$ cat src/rtl/fsk_pkg.sv
// fsk_pkg: shared constants and types for the FSK transmitter
package fsk_pkg;
  localparam int SINE_AMP = 100;
  localparam int PHASE_MOD = 360;
  typedef enum logic {IDLE, SEND} state_t;
  typedef logic signed [7:0] sample_t;
endpackage

$ cat src/rtl/fsk_modulator_if.sv
// fsk_modulator_if: bit-input handshake and sample output of the FSK transmitter
interface fsk_modulator_if;
  import fsk_pkg::*;
  logic bit_i;
  logic bit_valid_i;
  logic bit_ready_o;
  sample_t sample_o;
  logic sample_valid_o;
  modport master (output bit_i, bit_valid_i, input bit_ready_o, sample_o, sample_valid_o);
  modport slave (input bit_i, bit_valid_i, output bit_ready_o, sample_o, sample_valid_o);
endinterface

$ cat src/rtl/fsk_sine_rom.sv
// fsk_sine_rom: quarter-wave sine lookup, degrees in, amplitude-100 sample out
module fsk_sine_rom
  import fsk_pkg::*;
(
  input  logic [8:0] phase_i,
  output sample_t    sample_o
);
  localparam logic [6:0] Q [91] = '{
    7'd0,  7'd1,  7'd3,  7'd5,  7'd6,  7'd8,  7'd10, 7'd12, 7'd13, 7'd15,
    7'd17, 7'd19, 7'd20, 7'd22, 7'd24, 7'd25, 7'd27, 7'd29, 7'd30, 7'd32,
    7'd34, 7'd35, 7'd37, 7'd39, 7'd40, 7'd42, 7'd43, 7'd45, 7'd46, 7'd48,
    7'd49, 7'd51, 7'd52, 7'd54, 7'd55, 7'd57, 7'd58, 7'd60, 7'd61, 7'd62,
    7'd64, 7'd65, 7'd66, 7'd68, 7'd69, 7'd70, 7'd71, 7'd73, 7'd74, 7'd75,
    7'd76, 7'd77, 7'd78, 7'd79, 7'd80, 7'd81, 7'd82, 7'd83, 7'd84, 7'd85,
    7'd86, 7'd87, 7'd88, 7'd89, 7'd89, 7'd90, 7'd91, 7'd92, 7'd92, 7'd93,
    7'd93, 7'd94, 7'd95, 7'd95, 7'd96, 7'd96, 7'd97, 7'd97, 7'd97, 7'd98,
    7'd98, 7'd98, 7'd99, 7'd99, 7'd99, 7'd99, 7'd99, 7'd99, 7'd99, 7'd99,
    7'd100
  };
  logic [6:0] idx;
  logic [6:0] mag;
  logic       neg;
  // fold the phase into the first quadrant, then restore the sign
  always_comb begin
    neg = phase_i > 9'd180;
    idx = phase_i <= 9'd90  ? 7'(phase_i) :
          phase_i <= 9'd180 ? 7'(9'd180 - phase_i) :
          phase_i <= 9'd270 ? 7'(phase_i - 9'd180) : 7'(9'd360 - phase_i);
    mag = Q[idx];
    sample_o = neg ? -$signed({1'b0, mag}) : $signed({1'b0, mag});
  end
endmodule

$ cat src/rtl/fsk_modulator.sv
// fsk_modulator: continuous-phase FSK transmitter, one sine sample per clock
module fsk_modulator
  import fsk_pkg::*;
#(
  parameter int SPB        = 360,
  parameter int MARK_STEP  = 4,
  parameter int SPACE_STEP = 2
) (
  input logic Clk,
  input logic Rst_n,
  fsk_modulator_if.slave bus
);
  localparam logic [9:0] CNT_LAST = 10'(SPB - 1);
  localparam logic [8:0] MARK     = 9'(MARK_STEP);
  localparam logic [8:0] SPACE    = 9'(SPACE_STEP);
  state_t     state_q, state_d;
  logic [9:0] cnt_q, cnt_d;
  logic [8:0] phase_q, phase_d;
  logic [8:0] step_q, step_d;
  logic [9:0] sum;
  sample_t    sample_q, sample_d, rom_out;
  logic       valid_q, valid_d;
  logic       last, ready, accept;
  assign last   = state_q == SEND && cnt_q == CNT_LAST;
  assign accept = bus.bit_valid_i && ready;
  assign sum    = {1'b0, phase_q} + {1'b0, step_q};
  fsk_sine_rom u_rom (.phase_i(phase_q), .sample_o(rom_out));
  // state register
  always_ff @(posedge Clk or negedge Rst_n) begin
    if (!Rst_n) state_q <= IDLE;
    else        state_q <= state_d;
  end
  // next state: a new bit keeps us sending, otherwise leave after the last sample
  always_comb state_d = accept || (state_q == SEND && !last) ? SEND : IDLE;
  // FSM output: ready when idle or on the last sample of the current bit
  always_comb ready = state_q == IDLE || last;
  // datapath next values; idle forces phase to 0 so each burst starts at 0 degrees
  always_comb begin
    cnt_d    = state_q == SEND && !last ? cnt_q + 10'd1 : '0;
    step_d   = accept ? (bus.bit_i ? MARK : SPACE) : step_q;
    phase_d  = state_q != SEND ? '0 :
               sum >= 10'(PHASE_MOD) ? 9'(sum - 10'(PHASE_MOD)) : sum[8:0];
    sample_d = state_q == SEND ? rom_out : '0;
    valid_d  = state_q == SEND;
  end
  // datapath registers
  always_ff @(posedge Clk or negedge Rst_n) begin
    if (!Rst_n) begin
      cnt_q    <= '0;
      step_q   <= '0;
      phase_q  <= '0;
      sample_q <= '0;
      valid_q  <= 1'b0;
    end else begin
      cnt_q    <= cnt_d;
      step_q   <= step_d;
      phase_q  <= phase_d;
      sample_q <= sample_d;
      valid_q  <= valid_d;
    end
  end
  assign bus.bit_ready_o    = ready;
  assign bus.sample_o       = sample_q;
  assign bus.sample_valid_o = valid_q;
endmodule
$ cat src/flat_wrapper.sv
// flat-port wrapper written by rule: the top's interface ports become plain ports
module fsk_modulator_flat import fsk_pkg::*;
#(
  parameter int SPB        = 360,
  parameter int MARK_STEP  = 4,
  parameter int SPACE_STEP = 2
)
  (Clk, Rst_n, bus_bit_i, bus_bit_valid_i, bus_bit_ready_o, bus_sample_o, bus_sample_valid_o);
  fsk_modulator_if bus_i ();
  input logic Clk;
  input logic Rst_n;
  input wire logic [$bits(bus_i.bit_i)-1:0] bus_bit_i;
  input wire logic [$bits(bus_i.bit_valid_i)-1:0] bus_bit_valid_i;
  output wire logic [$bits(bus_i.bit_ready_o)-1:0] bus_bit_ready_o;
  output wire logic [$bits(bus_i.sample_o)-1:0] bus_sample_o;
  output wire logic [$bits(bus_i.sample_valid_o)-1:0] bus_sample_valid_o;
  assign bus_i.bit_i = bus_bit_i;
  assign bus_i.bit_valid_i = bus_bit_valid_i;
  assign bus_bit_ready_o = bus_i.bit_ready_o;
  assign bus_sample_o = bus_i.sample_o;
  assign bus_sample_valid_o = bus_i.sample_valid_o;
  fsk_modulator #(.SPB(SPB), .MARK_STEP(MARK_STEP), .SPACE_STEP(SPACE_STEP)) u_core (.Clk(Clk), .Rst_n(Rst_n), .bus(bus_i));
endmodule
$ cat config.mk
export PLATFORM = sky130hd
export DESIGN_NAME = fsk_modulator_flat
export DESIGN_NICKNAME = d
export VERILOG_FILES = /design/src/rtl/fsk_pkg.sv /design/src/rtl/fsk_modulator_if.sv /design/src/rtl/fsk_sine_rom.sv /design/src/rtl/fsk_modulator.sv /design/src/flat_wrapper.sv
export SDC_FILE = /design/constraint.sdc
export NUM_CORES = 1
export LEC_CHECK = 0
export BUFFER_PORTS_ARGS = -buffer_cell sky130_fd_sc_hd__buf_2
export CORE_MARGIN = 5
export CORE_UTILIZATION = 45
export CTS_BUF_LIST = sky130_fd_sc_hd__clkbuf_4 sky130_fd_sc_hd__clkbuf_8 sky130_fd_sc_hd__clkbuf_16
export CTS_CLUSTER_DIAMETER = 30
export DETAILED_ROUTE_END_ITERATION = 6
export GPL_ROUTABILITY_DRIVEN = 0
export SETUP_SLACK_MARGIN = 0.3
export SLEW_MARGIN = 10
export SYNTH_ARGS = -nofsm -noshare
export SYNTH_HDL_FRONTEND = slang
export SYNTH_SLANG_ARGS = --single-unit
$ cat constraint.sdc
create_clock -name Clk -period 4.55 [get_ports Clk]
set_clock_uncertainty 0.2 [all_clocks]
set_input_delay 0.6825 -clock Clk [delete_from_list [all_inputs] [get_ports Clk]]
set_output_delay 0.6825 -clock Clk [all_outputs]
set_load 0.02 [all_outputs]
==> summary.txt <==
Floorplanning
  • Core ar.: ~6300 µm²
  • Die footprint: 8120 µm²
  • Die width: between 90 and 100 µm
  • Die Y: ~90 µm
  • Std-Cell Rows: 29
  • Starting Density: 0.457
  • Num ports: 14

Job
  • Max-cap viol count: 0

Synthesis
  • Syn_nets: ~350
  • Synthesized area per cell: 9.00 µm²
  • Main synth FF type: dfrtp_1
  • Post-synth EDFFs: 0
  • Synth async-reset ratio: 1.00
  • Post-synthesis sequential area ratio: 0.260
  • Largest cells by area after synthesis: dfrtp_1 26%, ha_1 8.2%, xnor2_1 4.2%
  • Most instantiated cells after synthesis: 30 x dfrtp_1, 30 x nor2_1, 22 x nand2_1, 19 x ha_1, 16 x nand3_1
  • Mapped Cells: approximately 320
  • Cell Area, Synth: about 2900 µm²
  • Top cell type's share of synthesized area: 0.260
  • Synth area leader: dfrtp_1
  • Yosys Warn Count: 0
  • Synth Register Bits: 30
  • Synth cell types: 80

Route
  • Via/cell ratio: roughly 6.0
  • Routed WL: between 6000 and 7000 µm
  • WL/cell: around 16 µm
  • Iteration-0 DRC count of the detailed router: 149
  • Pre-Repair DR Iteration Count: 5
  • Antenna viol nets, final: 0
  • Post-route DRC: 0
  • Routed vias: between 2,000 and 2,500

Placement
  • Number of I/O port buffers: 13
  • Post-detail-place hpwl: around 5100 µm

Timing
  • RSZ-0062 raised after global routing: false
  • Setup TNS: 0 ps
  • Headroom to the max-slew limit: 0.547
  • WHS: about 230 ps
  • Max Clk Rate: 0.246 GHz
  • Tightest Pin Transition: just under 700 ps
  • Fin crit period: 4060 ps
  • Setup Viol. Count Final: 0
  • Fin. Hold Viols: 0
  • Pins Over Slew Limit: 0
  • Part of the cycle the worst path needs: 0.892

Power and ir drop
  • Leak Pwr: approximately 1.4 nW
  • Maximum vdd drop: 0.164 mV
  • PD cells: ~160 nW/µm²
  • Power, Total: ~500 µW

Clock tree
  • Post-CTS Hold Buffers: 0
  • Clock-pin slew on the worst setup and hold paths: 70 ps
  • Clk Latency, worst-skew pair: 290 ps
  • Clock root buffer master: clkbuf_8
  • # clock sinks: 30
  • CTS tree: yes
  • H-tree levels: 2
  • Number of setup buffers added after CTS: 0
  • TritonCTS Buffers: 5
  • Max Buffers Root-to-Sink: 2

Global routing
  • Initial antenna violation count: 0
  • GRT Total Usage: 0.165
  • Grt total ovfl: 0
  • First-pass GRT wire length: about 11,000 µm
  • Pin count of the biggest net entering global routing: 31
  • Vias in the first global route: 2,415

Final layout
  • Multi-input gate area: between 1500 and 2000 µm²
  • Area growth syn-to-layout: 8.84%
  • Filler cells: about 600
  • Sequential cell area: around 750 µm²
  • Share of layout cells above drive strength 1: 0.205
  • Layout Utilization: 0.498
  • Nets@finish: 364
  • Diodes inserted: 0

Critical path
  • CP Data Required Time: 4550 ps
  • Startpoint types: flip-flop
  • Cells on worst reg2reg path: 14
  • Worst EP arrival: about 4100 ps
  • Critical path fanouts, max: 11
  • CP Class: reg -> reg
  • R2r endpoint: u_core.bus.sample_o[6]
  • RR Startpoint: u_core.phase_q[4]
  • Crit end category: flip-flop
  • Flop2flop setup slack: 490 ps

Hold path
  • Min-delay worst type: in -> async

Run status
  • Status: complete, no violations
-- routing by layer --
layer,track usage,wire length (µm),vias to the layer above
li1,-,-,1236
met1,0.223,3230,1195
met2,0.262,3290,58
met3,0.0301,294,5
met4,0.0608,42,0
met5,0,0,-
-- stage by stage --
step,instances,cell area (µm²),worst slack [ps]
after CTS,418,3120,385
final,418,3140,489
after global placement,410,3020,467
after detailed placement,410,3020,343
after floorplan,321,2890,441
after global routing,418,3140,288
-- worst max-delay path, stage by stage (launching register included) --
cell       delay, ps
dfrtp_2          470
or4_4            590
or2_1            240
a32o_1           310
o31ai_4          360
nand2_4          160
o211ai_1         260
o221ai_2         170
or3_1            320
inv_1             80
ha_1             170
inv_1             70
a2111oi_4        250
a21oi_1          120
nor3_1           180
-- cells by family after synthesis --
| group | Yosys count | synth area share |
|---|---|---|
| buffers and inverters | 32 | 0.0711 |
| xor gates and xnor gates | 21 | 0.0637 |
| DFF | 30 | 0.260 |
| AOI/OAI and AO/OA | 85 | 0.248 |
| muxes | 9 | 0.0321 |
| and+or+nand+nor | 123 | 0.233 |
| adders and majority gates | 21 | 0.0927 |
-- placed cells by master (no fill, tap or decap), types with 4 or more instances in the layout --
| cell | n |
|---|---|
| nand2b_1 | 5 |
| dfrtp_1 | 27 |
| mux2i_1 | 7 |
| nor2_1 | 30 |
| buf_4 | 15 |
| a211oi_1 | 6 |
| ha_1 | 19 |
| xor2_1 | 7 |
| nor3_1 | 7 |
| a21oi_1 | 10 |
| o211ai_1 | 5 |
| buf_2 | 13 |
| nand2_1 | 22 |
| nand3_1 | 16 |
| o21ai_0 | 13 |
| inv_1 | 14 |
| clkbuf_8 | 6 |
| a31oi_1 | 5 |
| or3_1 | 4 |
| nand4_1 | 8 |
| and2_1 | 4 |
| xnor2_1 | 14 |
-- layout make-up --
cell class,count,share of cell area
inverters,16,0.0191
repair buffers,28,0.0565
clock buffers,7,0.0287
clock inverters,1,0.00159
well taps,77,0.0307
multi-input cells,259,0.623
flip-flops and latches,30,0.240
-- what timing repair did --
action                     4_1_cts  5_1_grt
pin swaps                        0        1
setup endpoints to repair        1        6
gates resized for setup          1        9
-- report_power, final --
| group | total, mW | switching [mW] | internal (mW) |
|---|---|---|---|
| Sequential | 0.267 | 0 | 0.267 |
| Combinational | 0.00659 | 0.00553 | 0.00105 |
| Clock | 0.231 | 0.103 | 0.128 |
-- registers in the layout, indices dropped and copies added (netlist names) --
| register | flops |
|---|---|
| u_core.cnt_q | 10 |
| u_core.phase_q | 8 |
| u_core.bus.sample_valid_o | 1 |
| u_core.state_q | 1 |
| u_core.bus.sample_o | 8 |
| u_core.step_q | 2 |
-- worst max-delay path by stage --
| stage | slack (ps) | end | start |
|---|---|---|---|
| after detailed placement | 340 | u_core.bus.sample_o[6] | u_core.phase_q[2] |
| final | 490 | u_core.bus.sample_o[6] | u_core.phase_q[4] |
| after CTS | 390 | u_core.bus.sample_o[4] | u_core.phase_q[2] |
| after global placement | 470 | u_core.bus.sample_o[6] | u_core.phase_q[2] |
| after floorplan | 440 | u_core.bus.sample_o[6] | u_core.phase_q[1] |
| after global routing | 290 | u_core.bus.sample_o[6] | u_core.phase_q[4] |
Note: power is estimated with default switching activity, not from simulation.
